$ cat src/rtl/traffic_light_ped_ctrl.sv
// Pedestrian-actuated NS crossing controller: GREEN rests until a request,
// then runs YELLOW -> RED/WALK -> RED/CLEAR back to GREEN.
module traffic_light_ped_ctrl #(
    parameter int MIN_GREEN  = 4,
    parameter int YELLOW_CYC = 2,
    parameter int WALK_CYC   = 5,
    parameter int CLEAR_CYC  = 2,
    parameter int CNT_W      = 8
) (
    input  logic       clk,
    input  logic       reset,
    input  logic       button,
    output logic [1:0] NS_traffic_light,
    output logic       PED_light,
    output logic [1:0] state_dbg
);

    typedef enum logic [1:0] {
        S_GREEN  = 2'd0,
        S_YELLOW = 2'd1,
        S_WALK   = 2'd2,
        S_CLEAR  = 2'd3
    } state_t;

    localparam logic [CNT_W-1:0] MG_LAST = CNT_W'(MIN_GREEN - 1);
    localparam logic [CNT_W-1:0] Y_LAST  = CNT_W'(YELLOW_CYC - 1);
    localparam logic [CNT_W-1:0] W_LAST  = CNT_W'(WALK_CYC - 1);
    localparam logic [CNT_W-1:0] C_LAST  = CNT_W'(CLEAR_CYC - 1);
    localparam logic [CNT_W-1:0] CNT_ONE = CNT_W'(1);

    localparam logic [1:0] NS_GREEN  = 2'b00;
    localparam logic [1:0] NS_YELLOW = 2'b01;
    localparam logic [1:0] NS_RED    = 2'b10;

    state_t           state;
    logic [CNT_W-1:0] cnt;
    logic             req_q;

    assign state_dbg = state;

    // Outputs are loaded together with the next state, so they only ever
    // reflect the state register and never follow button combinationally.
    always_ff @(posedge clk or negedge reset) begin
        if (!reset) begin
            state            <= S_GREEN;
            cnt              <= '0;
            req_q            <= 1'b0;
            NS_traffic_light <= NS_GREEN;
            PED_light        <= 1'b0;
        end else begin
            case (state)
                S_GREEN: begin
                    req_q <= req_q | button;
                    if (cnt >= MG_LAST && (req_q || button)) begin
                        state            <= S_YELLOW;
                        cnt              <= '0;
                        NS_traffic_light <= NS_YELLOW;
                        PED_light        <= 1'b0;
                    end else if (cnt != '1) begin
                        cnt <= cnt + CNT_ONE;
                    end
                end
                S_YELLOW: begin
                    if (cnt == Y_LAST) begin
                        state            <= S_WALK;
                        cnt              <= '0;
                        req_q            <= 1'b0;
                        NS_traffic_light <= NS_RED;
                        PED_light        <= 1'b1;
                    end else begin
                        cnt   <= cnt + CNT_ONE;
                        req_q <= req_q | button;
                    end
                end
                S_WALK: begin
                    // Presses while pedestrians already walk are not latched.
                    if (cnt == W_LAST) begin
                        state            <= S_CLEAR;
                        cnt              <= '0;
                        NS_traffic_light <= NS_RED;
                        PED_light        <= 1'b0;
                    end else begin
                        cnt <= cnt + CNT_ONE;
                    end
                end
                S_CLEAR: begin
                    req_q <= req_q | button;
                    if (cnt == C_LAST) begin
                        state            <= S_GREEN;
                        cnt              <= '0;
                        NS_traffic_light <= NS_GREEN;
                        PED_light        <= 1'b0;
                    end else begin
                        cnt <= cnt + CNT_ONE;
                    end
                end
                default: begin
                    state            <= S_GREEN;
                    cnt              <= '0;
                    req_q            <= 1'b0;
                    NS_traffic_light <= NS_GREEN;
                    PED_light        <= 1'b0;
                end
            endcase
        end
    end

endmodule

$ cat config.mk
export PLATFORM = sky130hd
export DESIGN_NAME = traffic_light_ped_ctrl
export DESIGN_NICKNAME = d
export VERILOG_FILES = /design/src/rtl/traffic_light_ped_ctrl.sv
export SDC_FILE = /design/constraint.sdc
export NUM_CORES = 1
export LEC_CHECK = 0
export CORE_MARGIN = 5
export CORE_UTILIZATION = 49
export CTS_CLUSTER_SIZE = 20
export DETAILED_ROUTE_END_ITERATION = 7
export PLACE_DENSITY = 0.69
export SKIP_LAST_GASP = 1
export SLEW_MARGIN = 20
export SYNTH_ARGS = -nofsm -noshare
export SYNTH_HDL_FRONTEND = slang
export SYNTH_SLANG_ARGS = --single-unit
$ cat constraint.sdc
create_clock -name clk -period 1.65 [get_ports clk]
set_input_delay 0.4125 -clock clk [delete_from_list [all_inputs] [get_ports clk]]
set_output_delay 0.4125 -clock clk [all_outputs]
set_load 0.05 [all_outputs]
==> qor.csv <==
metric,value,unit
start_kind,register,
fin_worst_skew,0.00363,ns
numClockSinks,13,
rows,14,
switching_power,1.17,mW
r2r_slack,-0.13,ns
areaGrowthSynthToFinish,57.6,%
power,2.67,mW
drv_slew,0,
die_area,2590,µm²
routedWlPerCell,17.2,µm
vias_per_cell,5.65,
synth_top_area_share,39.8,%
synth-async-reset-ratio,100,%
synth_top_family_by_area,compound AO/OA/AOI/OAI gates,
n_antenna_cell,0,
antenna_found_initial,0,
synth_compound_area_share,15.1,%
synth_edf_count,0,
switching_share,43.8,%
tightestPinTransition,0.344,ns
insertion_delay,0.29,ns
cp.required,1.82,ns
synth_seq_cells,13,
rr_worst_depth,5,
yosys_warnings,0,
maxCapViolCount,0,
syn_inst,76,
yosys-top-cells-count,"13 x dfrtp_1, 9 x ha_1, 7 x o21ai_0",
cts_hold_buffers,0,
pwr-share-seq,20.3,%
dominantRegCellSynth,dfrtp_1,
status,finished with violations,
initial_core_util,53.1,%
drc_errors,0,
portBuffers,7,
synth-seq-area-share,39.8,%
setup_violations,12,
critical_path_arrival,1.95,ns
synthesis.area,818,µm²
synth-simple-area-share,15.0,%
fp.dieH,50.9,µm
path_delay_family,compound AO/OA/AOI/OAI gates,
synth_area_leaders,"dfrtp_1 40%, ha_1 14%, xor2_1 5.4%",
pwr-share-clk,8.0,%
crit_type,register to register,
critPathCaptureType,register,
dp_hpwl,1540,µm
ir_drop,1.73,mV
critPathBufInv,0,
io_pins,8,
power_frac_comb,71.7,%
synth_mux_area_share,5.35,%
synthXorXnorAreaFrac,6.42,%
hold_viol,0,
grt_pass1_wl,3660,µm
crit_chain,ha_2 -> nor2_2 -> a31o_2 -> a221oi_4 -> mux2_4,
gp_congestion,0.734,
cts.clk_slew.worst_paths,0.09,ns
h-tree-depth,1,
die_x,50.9,µm
rsz0062_at_grt,true,
slew_headroom,77.1,%
synth_top_cell_by_area,dfrtp_1,
grt_pass1_vias,766,
period_share,108,%
fin_crit,1.78,ns
hold_class,input pin to async pin,
drtAntennaViolNets,0,
fmax,562,MHz
max_stage_delay,0.45,ns
crit_fanout,4,
syn-num-nets,88,
power_density,2070,nW/µm²
slowest_stage,dfrtp_1,
final.setup.tns,-1.12,ns
cts_tree,yes,
wl,2190,µm
drt_first_pass_iters,4,
setup_slack,-0.129,ns
vias,718,
grt.overflow.total,0,
grt_usage,19.0,%
violations,negative setup slack,
nets,124,
crit_cells,5,
yosysMostFrequentCell,dfrtp_1,
syn_avg_cell_area,10.8,µm²
cts_root_buffer,clkbuf_4,
grt_max_degree,9,
p_int,1.50,mW
core-area,1540,µm²
synthAdderAreaFrac,13.8,%
first_iter_violations,11,
synthDistinctLibCells,28,
cts_buffers,3,
p_leak,0.594,nW
drive_above_1_share,58.6,%
cts_max_path_buffers,2,
worst paths after layout:
path / start / endpoint
min in group clk: NS_traffic_light[0] / NS_traffic_light[0]
worst min-delay path: reset / PED_light
max in group asynchronous: reset / cnt[6]
worst max-delay path: cnt[0] / NS_traffic_light[1]
worst max register to register: cnt[0] / NS_traffic_light[1]
worst min register to register: NS_traffic_light[0] / NS_traffic_light[0]
layout by cell type (no fill, tap or decap), types with 2 or more instances in the layout:
cell      instances
a41oi_1           2
buf_12            5
buf_4            25
clkbuf_4          3
dfrtp_1          11
dfrtp_2           2
ha_1              5
ha_4              3
inv_1             2
inv_2             2
mux2_4            3
nand2_1           4
nand3_1           2
nand4_1           3
nor2_1            3
o21ai_2           7
xor2_1            5
power by group through the flow:
stage,Clock (mW),Combinational [mW],Sequential [mW]
final,0.213,1.91,0.543
after global routing,0.234,2.05,0.556
after CTS,0.209,1.72,0.531
after detailed placement,0,1.66,0.532
after global placement,0,1.60,0.524
after floorplan,0,0.863,0.654
sequential cells by signal (all words and copies together) (netlist names):
name and flops:
cnt 8, NS_traffic_light 2, state_dbg 1, PED_light 1
req_q 1
routing by layer:
layer	routed length (µm)	vias to the layer above	share of wire (%)	track usage (%)
met3	91	5	4.2	3.78
li1	-	337	-	-
met1	933	358	43	24.5
met2	1120	18	51	30.6
met5	0	-	0	0
met4	44	0	2.0	8.09
per-stage QoR:
step	cells	setup slack, ns	utilization, %	cell area (µm²)	hold slack [ns]
4_1_cts	126	-0.0987	79.2	1220	0.373
6_report	127	-0.129	83.7	1290	0.364
5_1_grt	127	-0.190	83.7	1290	0.380
3_5_place_dp	120	-0.428	75.7	1170	0.578
2_1_floorplan	76	-0.0858	-	873	0.117
3_3_place_gp	120	-0.380	75.7	1170	0.560
final cells by class:
cell class                 count  area [µm²]
inverter                       5        21.3
timing repair buffer          33         318
clock buffer                   4        26.3
multi-input combinational     56         577
tap                           16        20.0
sequential                    13         328
fill                          90         251
kinds of logic (layout without fill, tap and decap cells):
family,after synthesis,count (layout)
buf+inv,7,42
mux,4,4
xor+xnor,6,6
flops,13,13
compound gates,16,16
fa+ha+maj,9,9
simple gates,21,21
what timing repair did:
item	in CTS	in global routing
pin swaps	3	13
gates cloned	0	0
endpoints found under the setup margin	12	12
setup buffers	2	1
resized for setup	5	20
endpoints found under the hold margin	0	0
No activity file was read; power rests on OpenSTA's default activity.
